`config.mk`:
```
export PLATFORM = sky130hd
export DESIGN_NAME = scu_dsp_dma_ctrl_flat
export DESIGN_NICKNAME = d
export VERILOG_FILES = /design/src/rtl/scu_dsp_dma_ctrl_if.sv /design/src/rtl/scu_dsp_dma_ctrl.sv /design/src/flat_wrapper.sv
export SDC_FILE = /design/constraint.sdc
export NUM_CORES = 1
export LEC_CHECK = 0
export ABC_AREA = 0
export BUFFER_PORTS_ARGS = -buffer_cell sky130_fd_sc_hd__buf_2
export CORE_UTILIZATION = 45
export CTS_CLUSTER_SIZE = 8
export DETAILED_ROUTE_END_ITERATION = 12
export PLACE_DENSITY = 0.72
export SLEW_MARGIN = 20
export SYNTH_ARGS = -nofsm -noshare
export SYNTH_HDL_FRONTEND = slang
export SYNTH_SLANG_ARGS = --single-unit
export TNS_END_PERCENT = 5
```
`constraint.sdc`:
```
create_clock -name CLK -period 2.77 [get_ports CLK]
set_input_delay 0.1385 -clock CLK [delete_from_list [all_inputs] [get_ports CLK]]
set_output_delay 0.1385 -clock CLK [all_outputs]
set_load 0.01 [all_outputs]
```
`src/rtl/scu_dsp_dma_ctrl_if.sv`:
```
// scu_dsp_dma_ctrl_if: SCU bus request/ack port between the DSP DMA controller and the bus arbiter
interface scu_dsp_dma_ctrl_if #(
    parameter int AW = 25
);
    logic          BUS_REQ;
    logic          BUS_WE;
    logic [AW+1:0] BUS_A;
    logic [31:0]   BUS_DO;
    logic [31:0]   BUS_DI;
    logic          BUS_ACK;
    modport master (output BUS_REQ, BUS_WE, BUS_A, BUS_DO, input BUS_DI, BUS_ACK);
    modport slave  (input BUS_REQ, BUS_WE, BUS_A, BUS_DO, output BUS_DI, BUS_ACK);
endinterface

```
`src/rtl/scu_dsp_dma_ctrl.sv`:
```
// scu_dsp_dma_ctrl: DSP DMA word sequencer; define SCU_DSP_DMA_HOLD_EN to honour the DMAW HOLD bit
module scu_dsp_dma_ctrl #(
    parameter int AW      = 25,
    parameter int END_LEN = 2
) (
    input  logic               CLK,
    input  logic               RST,
    input  logic               CE_R,
    input  logic [31:0]        DSO,
    input  logic               RA0W,
    input  logic               WA0W,
    input  logic               DMAW,
    input  logic               DSP_DMA_REQ,
    input  logic               DSP_DMA_LAST,
    input  logic [31:0]        DSP_DMA_DO,
    output logic [31:0]        DSP_DMA_DI,
    output logic               DSP_DMA_ACK,
    output logic               DSP_DMA_END,
    scu_dsp_dma_ctrl_if.master bus
);
    typedef enum logic [2:0] {S_IDLE, S_BUS, S_ACK, S_WAIT, S_END} state_t;
    state_t        state_q, state_d;
    logic [AW-1:0] ra0_q, ra0_d, wa0_q, wa0_d, ptr_q, ptr_d, step;
    logic          dir_q, dir_d, hold_q, hold_d, hold_new, dir_new, wb;
    logic [2:0]    add_q, add_d;
    logic [31:0]   di_q, di_d, do_q, do_d;
    logic [7:0]    cnt_q, cnt_d;
    logic          unused_dso;
`ifdef SCU_DSP_DMA_HOLD_EN
    assign hold_new = DSO[14];
`else
    assign hold_new = 1'b0;
`endif
    assign unused_dso = ^DSO[31:AW];
    assign dir_new = (state_q == S_IDLE && DMAW) ? DSO[12] : dir_q;
    assign step = dir_q ? (add_q == 3'd0 ? '0 : AW'(1) << (add_q - 3'd1)) : AW'(add_q[0]);
    // Pointer write-back happens on the first END cycle; a direct register load still overrides it.
    assign wb = state_q == S_END && cnt_q == 8'd0 && !hold_q;
    always_comb begin
        state_d = state_q;
        ptr_d   = ptr_q;
        di_d    = di_q;
        do_d    = do_q;
        dir_d   = (state_q == S_IDLE && DMAW) ? DSO[12] : dir_q;
        hold_d  = (state_q == S_IDLE && DMAW) ? hold_new : hold_q;
        add_d   = (state_q == S_IDLE && DMAW) ? DSO[17:15] : add_q;
        cnt_d   = state_q == S_END ? cnt_q + 8'd1 : 8'd0;
        ra0_d   = RA0W ? DSO[AW-1:0] : (wb && !dir_q) ? ptr_q : ra0_q;
        wa0_d   = WA0W ? DSO[AW-1:0] : (wb && dir_q) ? ptr_q : wa0_q;
        case (state_q)
            S_IDLE: if (DSP_DMA_REQ) begin
                state_d = S_BUS;
                ptr_d   = dir_new ? wa0_q : ra0_q;
                do_d    = DSP_DMA_DO;
            end
            S_BUS: if (bus.BUS_ACK) begin
                state_d = S_ACK;
                ptr_d   = ptr_q + step;
                di_d    = dir_q ? di_q : bus.BUS_DI;
            end
            S_ACK:  state_d = CE_R ? (DSP_DMA_LAST ? S_END : S_WAIT) : S_ACK;
            S_WAIT: if (DSP_DMA_REQ) begin
                state_d = S_BUS;
                do_d    = DSP_DMA_DO;
            end
            S_END:  state_d = cnt_q == 8'(END_LEN - 1) ? S_IDLE : S_END;
            default: state_d = S_IDLE;
        endcase
    end
    always_ff @(posedge CLK) begin
        if (RST) begin
            state_q <= S_IDLE;
            ra0_q   <= '0;
            wa0_q   <= '0;
            ptr_q   <= '0;
            dir_q   <= 1'b0;
            hold_q  <= 1'b0;
            add_q   <= '0;
            di_q    <= '0;
            do_q    <= '0;
            cnt_q   <= '0;
        end else begin
            state_q <= state_d;
            ra0_q   <= ra0_d;
            wa0_q   <= wa0_d;
            ptr_q   <= ptr_d;
            dir_q   <= dir_d;
            hold_q  <= hold_d;
            add_q   <= add_d;
            di_q    <= di_d;
            do_q    <= do_d;
            cnt_q   <= cnt_d;
        end
    end
    assign DSP_DMA_DI  = di_q;
    assign DSP_DMA_ACK = state_q == S_ACK;
    assign DSP_DMA_END = state_q == S_END;
    assign bus.BUS_REQ = state_q == S_BUS;
    assign bus.BUS_WE  = state_q == S_BUS && dir_q;
    assign bus.BUS_A   = {ptr_q, 2'b00};
    assign bus.BUS_DO  = do_q;
endmodule

```
`src/flat_wrapper.sv`:
```
// flat-port wrapper written by rule: the top's interface ports become plain ports
module scu_dsp_dma_ctrl_flat 
#(
    parameter int AW      = 25,
    parameter int END_LEN = 2
)
  (CLK, RST, CE_R, DSO, RA0W, WA0W, DMAW, DSP_DMA_REQ, DSP_DMA_LAST, DSP_DMA_DO, DSP_DMA_DI, DSP_DMA_ACK, DSP_DMA_END, bus_BUS_REQ, bus_BUS_WE, bus_BUS_A, bus_BUS_DO, bus_BUS_DI, bus_BUS_ACK);
  scu_dsp_dma_ctrl_if #(.AW(AW)) bus_i ();
  input  logic CLK;
  input  logic RST;
  input  logic CE_R;
  input  logic [31:0] DSO;
  input  logic RA0W;
  input  logic WA0W;
  input  logic DMAW;
  input  logic DSP_DMA_REQ;
  input  logic DSP_DMA_LAST;
  input  logic [31:0] DSP_DMA_DO;
  output logic [31:0] DSP_DMA_DI;
  output logic DSP_DMA_ACK;
  output logic DSP_DMA_END;
  output wire logic [$bits(bus_i.BUS_REQ)-1:0] bus_BUS_REQ;
  output wire logic [$bits(bus_i.BUS_WE)-1:0] bus_BUS_WE;
  output wire logic [$bits(bus_i.BUS_A)-1:0] bus_BUS_A;
  output wire logic [$bits(bus_i.BUS_DO)-1:0] bus_BUS_DO;
  input wire logic [$bits(bus_i.BUS_DI)-1:0] bus_BUS_DI;
  input wire logic [$bits(bus_i.BUS_ACK)-1:0] bus_BUS_ACK;
  assign bus_BUS_REQ = bus_i.BUS_REQ;
  assign bus_BUS_WE = bus_i.BUS_WE;
  assign bus_BUS_A = bus_i.BUS_A;
  assign bus_BUS_DO = bus_i.BUS_DO;
  assign bus_i.BUS_DI = bus_BUS_DI;
  assign bus_i.BUS_ACK = bus_BUS_ACK;
  scu_dsp_dma_ctrl #(.AW(AW), .END_LEN(END_LEN)) u_core (.CLK(CLK), .RST(RST), .CE_R(CE_R), .DSO(DSO), .RA0W(RA0W), .WA0W(WA0W), .DMAW(DMAW), .DSP_DMA_REQ(DSP_DMA_REQ), .DSP_DMA_LAST(DSP_DMA_LAST), .DSP_DMA_DO(DSP_DMA_DO), .DSP_DMA_DI(DSP_DMA_DI), .DSP_DMA_ACK(DSP_DMA_ACK), .DSP_DMA_END(DSP_DMA_END), .bus(bus_i));
endmodule
```
==> results.json, run 1 <==
{
  "cp_cell_sequence": "o21ai_0, and2_1, ha_1, fa_1, a21oi_1, o21ai_1, a21oi_1, or3b_1, or4_1, a41oi_1",
  "max-slew-margin-rel_pct": 43.19,
  "fp.dieH_um": 129.1,
  "ios": 200,
  "cts_buffers": 17,
  "grt-ovfl-total": 0,
  "syn_to_final_growth_pct": 32.77,
  "wl_per_cell_um": 15.74,
  "syn_inst": 881,
  "synth_area_mm2": 0.007266,
  "rsz0062_at_grt": "false",
  "post-route-period-util_pct": 92.44,
  "met1_usage_pct": 31.42,
  "antenna_found_initial": 1,
  "synthTopCellsByArea": "dfxtp_1 42%, mux2i_1 11%, nand2_1 8.1%",
  "critPathBufInv": 0,
  "crit_cells": 10,
  "synth_cell_types": 55,
  "power_density_mw_per_mm2": 611.1,
  "rr_worst_depth": 10,
  "gp_congestion": 0.8431,
  "clk_latency_ps": 430,
  "drv_slew": 0,
  "antenna_cells": 0,
  "start_util_pct": 45.91,
  "cp.arrival_ps": 2910,
  "row_count": 46,
  "yosysWarnings": 0,
  "ys_ff_latch": 154,
  "postPlaceCellArea_mm2": 0.008384,
  "p_leak_nw": 4.300,
  "grt_pass1_vias": 6749,
  "fin_setup_tns_ps": 0,
  "clk_pin_slew_ps": 60,
  "fin_area_mm2": 0.009647,
  "fin_skew_ps": 8.429,
  "numPortBuffers": 190,
  "reg2reg_from": "u_core.add_q[2]$_SDFFE_PP0P_",
  "finalSetupViolations": 0,
  "min_period_ps": 2560,
  "top_usage_layer": "met2",
  "globalRouteMet2Util_pct": 43.47,
  "grtUsageMet3_pct": 6.730,
  "yosys_most_used_dff": "dfxtp_1",
  "drt-initial-drc-count": 375,
  "critPathKind": "register to register",
  "endpoint_kind": "register",
  "clockBufferDepth": 2,
  "max_stage_delay_ps": 410,
  "track_usage_pct": 25.57,
  "clockRootBuffer": "clkbuf_16",
  "status": "finished clean",
  "dp_hpwl_um": 13140,
  "cp-start-kind": "register",
  "ir_drop_v": 0.0005462,
  "synth_top_area_share_pct": 42.43,
  "r2r_end": "u_core.ptr_q[18]$_SDFFE_PP0P_",
  "critPathSlowestCell": "or3b_1",
  "drc": 0,
  "tightest_slew_ps": 852.1,
  "syn_avg_cell_area_um2": 8.247,
  "hold_ws_ps": 28.55,
  "grt_max_degree": 71,
  "coreArea_mm2": 0.01583,
  "die_area_mm2": 0.01666,
  "crit_path_end": "u_core.ptr_q[18]$_SDFFE_PP0P_",
  "hold_violations": 0,
  "routed_via_density": 5.351,
  "async_flop_share_pct": 0,
  "seq_area_frac_synth_pct": 42.43,
  "tritoncts": "done",
  "post_cts_buffers": 0,
  "path_max_fanout": 7,
  "final_nets": 1216,
  "vias": 7106,
  "grt_pass1_wl_um": 33240,
  "crit_family": "simple AND/OR/NAND/NOR gates",
  "drive_gt1_share_pct": 22.93,
  "dr.pass1.iters": 5,
  "synth_area_leader_cell": "dfxtp_1",
  "cpMostUsedCell": "a21oi_1",
  "h-tree-depth": 4,
  "startpoint": "u_core.add_q[2]$_SDFFE_PP0P_",
  "cp.required_ps": 3120,
  "hold_path_class": "primary input to register",
  "drt-total-wl_um": 20910,
  "synth_edf_count": 0,
  "clkSinkCount": 154,
  "cap_violations": 0,
  "die_w_um": 129.1,
  "clock.fmax_mhz": 390.6,
  "rrSetupSlack_ps": 210,
  "antenna_left": 0
}
## through the flow
step	power, mW	utilization [%]	setup slack [ps]	cells
after global routing	6.152	60.95	18.95	1328
after detailed placement	3.429	52.97	82.62	1232
final	5.895	60.95	209.5	1328
after global placement	3.416	52.97	106.3	1232
after CTS	5.922	60.90	57.71	1328
after floorplan	3.097	-	18.88	883
## worst min-delay path by stage
stage | slack (ps) | to | start | cells after the start
after floorplan | 270 | u_core.DSP_DMA_DI[0]$_SDFFE_PP0P_ | bus_BUS_DI[0] | 2
after global placement | 380 | u_core.bus.BUS_DO[8]$_SDFFE_PP0P_ | DSP_DMA_DO[8] | 3
after detailed placement | 380 | u_core.bus.BUS_DO[29]$_SDFFE_PP0P_ | DSP_DMA_DO[29] | 3
after CTS | 20 | u_core.add_q[2]$_SDFFE_PP0P_ | DSO[17] | 3
after global routing | 20 | u_core.add_q[2]$_SDFFE_PP0P_ | DSO[17] | 3
final | 30 | u_core.add_q[2]$_SDFFE_PP0P_ | DSO[17] | 3
## synthesized netlist by cell type, drive strengths merged, types with 8 or more instances
master	n
clkbuf	61
o21ai	13
a211oi	57
o22ai	8
a21oi	101
nand3	14
ha	11
xor2	8
mux2i	83
nor2	95
nor3	10
dfxtp	154
nand2	157
buf	17
## flip-flops by register name, summed over array words and instances, names as in the netlist
register / cells
u_core.cnt_q: 8
u_core.state_q: 3
u_core.ptr_q: 25
u_core.add_q: 3
u_core.ra0_q: 25
u_core.DSP_DMA_DI: 32
u_core.bus.BUS_DO: 32
u_core.dir_q: 1
u_core.wa0_q: 25
## power by group
part / internal (mW) / switching (mW)
sequential: 2.36 / 0.127
combinational: 0.432 / 0.547
clock: 1.40 / 1.03
## what timing repair did
item,4_1_cts,5_1_grt
setup endpoints to repair,0,6
endpoints found under the hold margin,64,0
gates resized for setup,0,3
hold buffers,64,0
## area by class of cell
class                           instances  area [µm²]
Clock inverter                         14       175.2
Sequential cell                       154        3084
Inverter                                7       26.28
Multi-Input combinational cell        644        3862
Tap cell                              216       270.3
Timing Repair Buffer                  275        1789
Fill cell                            1334        6181
Clock buffer                           18       439.2
## tightest hold or removal path, cell delays in order
cell	delay, ps
buf_2	130
mux2i_1	80
nor2_1	70
## layout by cell type (no fill, tap or decap), drive strengths merged, types with 3 or more instances in the layout
| cell | synthesis | routed |
|---|---|---|
| buf | 17 | 211 |
| nand2 | 157 | 157 |
| dfxtp | 154 | 154 |
| a21oi | 101 | 101 |
| nor2 | 95 | 95 |
| mux2i | 83 | 83 |
| dlygate4sd3 | 0 | 64 |
| a211oi | 57 | 57 |
| clkbuf | 61 | 18 |
| inv | 7 | 16 |
| nand3 | 14 | 14 |
| o21ai | 13 | 13 |
| ha | 11 | 11 |
| nor3 | 10 | 10 |
| xor2 | 8 | 8 |
| o22ai | 8 | 8 |
| nor4 | 7 | 7 |
| a31oi | 7 | 7 |
| o211ai | 6 | 6 |
| nor3b | 5 | 5 |
| nand4 | 5 | 5 |
| xnor2 | 5 | 5 |
| and3 | 4 | 4 |
| mux2 | 4 | 4 |
| a21o | 4 | 4 |
| or4 | 4 | 4 |
| nand3b | 3 | 3 |
| and2 | 3 | 3 |
| conb | 1 | 3 |
| clkinv | 0 | 3 |
| nor4b | 3 | 3 |
## routing by layer
layer / vias up / routed length (µm)
met1: 3329 / 9155
met5: - / 13
met2: 221 / 10100
met4: 2 / 297
met3: 24 / 1337
li1: 3530 / -
## logic make-up after synthesis
group | Yosys count | share of synthesized area, %
compound gates | 209 | 17.62
xor+xnor | 13 | 1.567
fa+ha+maj | 12 | 2.170
buf+inv | 85 | 4.856
flops | 154 | 42.43
mux | 87 | 12.11
other cells | 1 | 0.05161
simple gates | 320 | 19.20
Power figures use the tool's default switching activity.
==> run 2, diff against run 1 <==
Settings changed: RECOVER_POWER set to 100.
==> run 2 against run 1 <==
- worst setup slack lost 20 ps
- via count grew 0.45%
- sequential power is essentially flat
- sequential share of layout area grew 0.58 points
- critical path depth shrank 4
- final cell count is the same
- design area shrank 1.8%
- highest routed layer unchanged
==> results.json, run 2 (synthesis gave the netlist of run 1 again) <==
{
  "fillers": 1401,
  "routed_via_density": 5.375,
  "row_count": 46,
  "finish.utilization_pct": 59.87,
  "critPathSlowestCell": "nor4b_1",
  "start_util_pct": 45.91,
  "cp-start-kind": "register",
  "final_common_cell": "nand2_1",
  "hold_violations": 0,
  "hold_ws_ps": 29.20,
  "status": "finished clean",
  "dr.pass1.iters": 5,
  "clk_pin_slew_ps": 60,
  "cap_violations": 0,
  "drc": 0,
  "min_period_ps": 2580,
  "fin_area_mm2": 0.009475,
  "drv_slew": 0,
  "clock.fmax_mhz": 387.5,
  "drive_gt1_share_pct": 14.39,
  "fin_cells": 1328,
  "finalSetupViolations": 0,
  "numPortBuffers": 190,
  "tightest_slew_ps": 1388,
  "antenna_found_initial": 1,
  "clk_latency_ps": 430,
  "ir_drop_v": 0.0005416,
  "place_inst": 1232,
  "die_w_um": 129.1,
  "fin_setup_tns_ps": 0,
  "grt_pass1_vias": 6749,
  "grt_max_degree": 71,
  "post_cts_buffers": 0,
  "dpl_worst_slack_ps": 82.62,
  "post-route-period-util_pct": 93.16,
  "antenna_left": 0,
  "crit_family": "simple AND/OR/NAND/NOR gates",
  "max_stage_delay_ps": 760,
  "syn_to_final_growth_pct": 30.41,
  "coreArea_mm2": 0.01583,
  "fin_skew_ps": 6.911,
  "critPathKind": "register to register",
  "gp_congestion": 0.8431,
  "power_density_mw_per_mm2": 618.1,
  "path_max_fanout": 26,
  "cp.required_ps": 3040,
  "cp_cell_sequence": "nor4b_1, mux2i_4, buf_12, mux2_1, a32oi_1, a21oi_1",
  "rsz0062_at_grt": "false",
  "wl_per_cell_um": 15.70,
  "die_area_mm2": 0.01666,
  "cts_buffers": 17,
  "fin_ws_ps": 189.6,
  "p_leak_nw": 3.892,
  "drt-initial-drc-count": 387,
  "grt-ovfl-total": 0,
  "postPlaceCellArea_mm2": 0.008384,
  "max-slew-margin-rel_pct": 7.490,
  "vias": 7138,
  "fp.dieH_um": 129.1,
  "critPathBufInv": 1,
  "clockBufferDepth": 2,
  "drt-total-wl_um": 20850,
  "tritoncts": "done",
  "final_nets": 1216,
  "hold_path_class": "primary input to register",
  "grt_pass1_wl_um": 33240,
  "clkSinkCount": 154,
  "ios": 200,
  "layout_common_cells": "157 x nand2_1, 153 x dfxtp_1, 101 x a21oi_1",
  "track_usage_pct": 25.57,
  "endpoint_kind": "register",
  "finalPower_mw": 5.857,
  "cp.arrival_ps": 2850,
  "dp_hpwl_um": 13140,
  "clockRootBuffer": "clkbuf_16",
  "h-tree-depth": 4,
  "antenna_cells": 0
}
-- run 2: cell types whose count changed in the layout (fill, tap and decap cells not counted), sizes merged --
cell    previous run  this run
buf              211       113
clkbuf            18       116
-- run 2: tightest hold or removal path, stage by stage --
cell     delay, ps
buf_2          130
mux2i_1         80
nor2_1          70
-- run 2: repair_timing --
| action | CTS | global route |
|---|---|---|
| gates resized for setup | 0 | 3 |
| setup endpoints to repair | 0 | 6 |
| hold buffers | 64 | 0 |
| endpoints found under the hold margin | 64 | 0 |
-- run 2: final timing paths --
| path | startpoint | endpoint | slack (ps) | depth (start not counted) |
|---|---|---|---|---|
| max | u_core.state_q[2]$_SDFFE_PP0P_ | u_core.ptr_q[14]$_SDFFE_PP0P_ | 190 | 6 |
| min | DSO[17] | u_core.add_q[2]$_SDFFE_PP0P_ | 30 | 3 |
| max reg2reg | u_core.state_q[2]$_SDFFE_PP0P_ | u_core.ptr_q[14]$_SDFFE_PP0P_ | 190 | 6 |
| min reg2reg | u_core.DSP_DMA_DI[26]$_SDFFE_PP0P_ | u_core.DSP_DMA_DI[26]$_SDFFE_PP0P_ | 450 | 2 |
-- run 2: layout make-up --
class | count | area (µm²) | area share (%)
Multi-Input combinational cell | 644 | 3847 | 40.60
Sequential cell | 154 | 3084 | 32.55
Timing Repair Buffer | 275 | 1633 | 17.23
Clock buffer | 18 | 439.2 | 4.635
Tap cell | 216 | 270.3 | 2.852
Clock inverter | 14 | 175.2 | 1.849
Inverter | 7 | 26.28 | 0.2773
-- run 2: layer usage --
metal  share of wire (%)  track usage, %
met5               0.062               0
met4                 1.5           8.581
met3                 7.2           6.730
met2                  48           43.47
met1                  43           31.42
-- run 2: report_power, final --
part	internal [mW]	total [mW]	switching (mW)	leakage [nW]
Clock	1.39	2.43	1.03	0.304
Combinational	0.398	0.943	0.544	2.33
Sequential	2.36	2.49	0.128	1.26
Total	4.15	5.86	1.70	3.89
==> run 3, diff against run 2 <==
Settings changed: PLACE_DENSITY 0.72 to 0.69.
Clock period 2.77 ns to 3.2 ns, I/O delays scaled along.
==> run 3 against run 2 <==
- register-to-register slack better by 70 ps
- final cell count is 0.38% lower
- worst setup slack better by 73 ps
- total power is 17% lower
- hold slack better by 17 ps
- first-iteration DRC count is 9.8% higher
- via count is 1.7% lower
- critical path depth is 1 higher
- design area is 1.2% lower
- sequential share of layout area is 0.37 points higher
- clock power is 22% lower
- critical endpoint is now u_core.ptr_q[7]$_SDFFE_PP0P_
- highest routed layer unchanged
==> results.json, run 3 (synthesis gave the netlist of run 1 again) <==
{
  "wl_per_cell_um": 15.61,
  "clockBufferDepth": 2,
  "fin_skew_ps": 10.91,
  "power_frac_comb_pct": 16.6,
  "clock_power_share_pct": 39.1,
  "reg2reg_from": "u_core.state_q[0]$_SDFFE_PP0P_",
  "intPower_mw": 3.402,
  "antenna_found_initial": 1,
  "cp.required_ps": 3460,
  "numPortBuffers": 190,
  "antenna_cells": 0,
  "cts_buffers": 17,
  "grt_pass1_vias": 6455,
  "cap_violations": 0,
  "vias": 7015,
  "finalSetupViolations": 0,
  "drt-initial-drc-count": 425,
  "pwr-share-seq_pct": 44.3,
  "fillers": 1491,
  "hold_violations": 0,
  "hold_path_class": "primary input to register",
  "gp_congestion": 0.8055,
  "dp_hpwl_um": 12890,
  "drt-total-wl_um": 20650,
  "fp.dieH_um": 129.1,
  "clock.fmax_mhz": 340.4,
  "routed_via_density": 5.302,
  "ios": 200,
  "rr_worst_depth": 7,
  "crit_path_end": "u_core.ptr_q[7]$_SDFFE_PP0P_",
  "clk_latency_ps": 430,
  "dr.pass1.iters": 6,
  "rrSetupSlack_ps": 260,
  "track_usage_pct": 24.93,
  "clk_pin_slew_ps": 70,
  "layout_common_cells": "157 x nand2_1, 154 x dfxtp_1, 101 x a21oi_1",
  "endpoint_kind": "register",
  "syn_to_final_growth_pct": 28.88,
  "clkSinkCount": 154,
  "place_inst": 1227,
  "row_count": 46,
  "start_util_pct": 45.91,
  "p_leak_nw": 3.824,
  "post_cts_buffers": 0,
  "coreArea_mm2": 0.01583,
  "p_sw_mw": 1.468,
  "post-route-period-util_pct": 91.80,
  "grt_max_degree": 100,
  "drc": 0,
  "drive_gt1_share_pct": 13.82,
  "path_max_fanout": 26,
  "tightest_slew_ps": 1377,
  "cp-start-kind": "register",
  "cp.arrival_ps": 3200,
  "min_period_ps": 2938,
  "rsz0062_at_grt": "false",
  "grt-ovfl-total": 0,
  "clockRootBuffer": "clkbuf_16",
  "fin_cells": 1323,
  "startpoint": "u_core.state_q[0]$_SDFFE_PP0P_",
  "power_density_mw_per_mm2": 520.0,
  "grt_pass1_wl_um": 32590,
  "die_area_mm2": 0.01666,
  "h-tree-depth": 4,
  "ir_drop_v": 0.0003697,
  "critPathKind": "register to register",
  "final_common_cell": "nand2_1",
  "max-slew-margin-rel_pct": 8.199,
  "r2r_end": "u_core.ptr_q[7]$_SDFFE_PP0P_",
  "switching_share_pct": 30.14,
  "antenna_left": 0,
  "die_w_um": 129.1,
  "drv_slew": 0,
  "status": "finished clean",
  "fin_setup_tns_ps": 0,
  "tritoncts": "done",
  "whs_path_depth": 3,
  "final_nets": 1211
}
==> run 3: changes by cell type in the layout (fill, tap and decap cells not counted), sizes merged <==
cell / delta
buf: -3
bufinv: -2
clkinvlp: +2
clkbuf: -1
inv: -1
==> run 3: final cells by class <==
type / count / area, µm² / share of cell area, %
clock inverter: 13 / 108.9 / 1.162
sequential: 154 / 3083 / 32.92
clock buffer: 19 / 432.9 / 4.623
inverter: 7 / 26.28 / 0.2806
tap: 216 / 270.3 / 2.886
multi-input combinational: 644 / 3857 / 41.19
timing repair buffer: 270 / 1585 / 16.93
==> run 3: worst max-delay path: stages, from the launching register on <==
cell	delay [ps]
dfxtp_1	440
nor4b_4	550
mux2i_4	300
clkbuf_2	770
mux2i_1	330
nor2_1	70
a211oi_1	240
nor3_1	60
==> run 3: timing repair <==
action                    in CTS  in global routing
resized for setup              0                  0
hold endpoints to repair      64                  0
hold buffers                  64                  0
==> run 3: how the worst min path moves through the flow <==
| stage | end | slack (ps) | from |
|---|---|---|---|
| 4_1_cts | u_core.add_q[1]$_SDFFE_PP0P_ | 40 | DSO[16] |
| 3_3_place_gp | u_core.bus.BUS_DO[20]$_SDFFE_PP0P_ | 400 | DSP_DMA_DO[20] |
| 3_5_place_dp | u_core.bus.BUS_DO[21]$_SDFFE_PP0P_ | 410 | DSP_DMA_DO[21] |
| 2_1_floorplan | u_core.DSP_DMA_DI[0]$_SDFFE_PP0P_ | 300 | bus_BUS_DI[0] |
| 6_report | u_core.add_q[1]$_SDFFE_PP0P_ | 50 | DSO[16] |
| 5_1_grt | u_core.add_q[2]$_SDFFE_PP0P_ | 50 | DSO[17] |
==> run 3: metal layers <==
metal,track usage [%],share of wire [%],vias to the layer above
met1,31.61,45,3251
met2,40.76,47,229
met3,8.092,6.9,18
li1,-,-,3515
met4,6.644,1.2,2
met5,0,0.063,-
==> run 3: per-stage QoR <==
stage / hold slack, ps / worst slack, ps / total power [mW] / util [%] / area (µm²)
2_1_floorplan: 296.0 / 448.9 / 2.680 / - / 7273
3_3_place_gp: 399.7 / 461.3 / 2.951 / 52.58 / 8322
3_5_place_dp: 405.1 / 414.6 / 2.960 / 52.58 / 8322
4_1_cts: 41.02 / 402.7 / 4.921 / 60.05 / 9504
5_1_grt: 52.48 / 134.7 / 5.089 / 59.16 / 9364
6_report: 46.66 / 262.3 / 4.869 / 59.16 / 9364
==> run 3: power groups by stage <==
stage	clock network [mW]	logic, mW	registers [mW]
6_report	1.90	0.806	2.16
5_1_grt	2.02	0.888	2.18
4_1_cts	1.94	0.827	2.15
3_5_place_dp	0	0.763	2.20
3_3_place_gp	0	0.759	2.19
2_1_floorplan	0	0.491	2.19
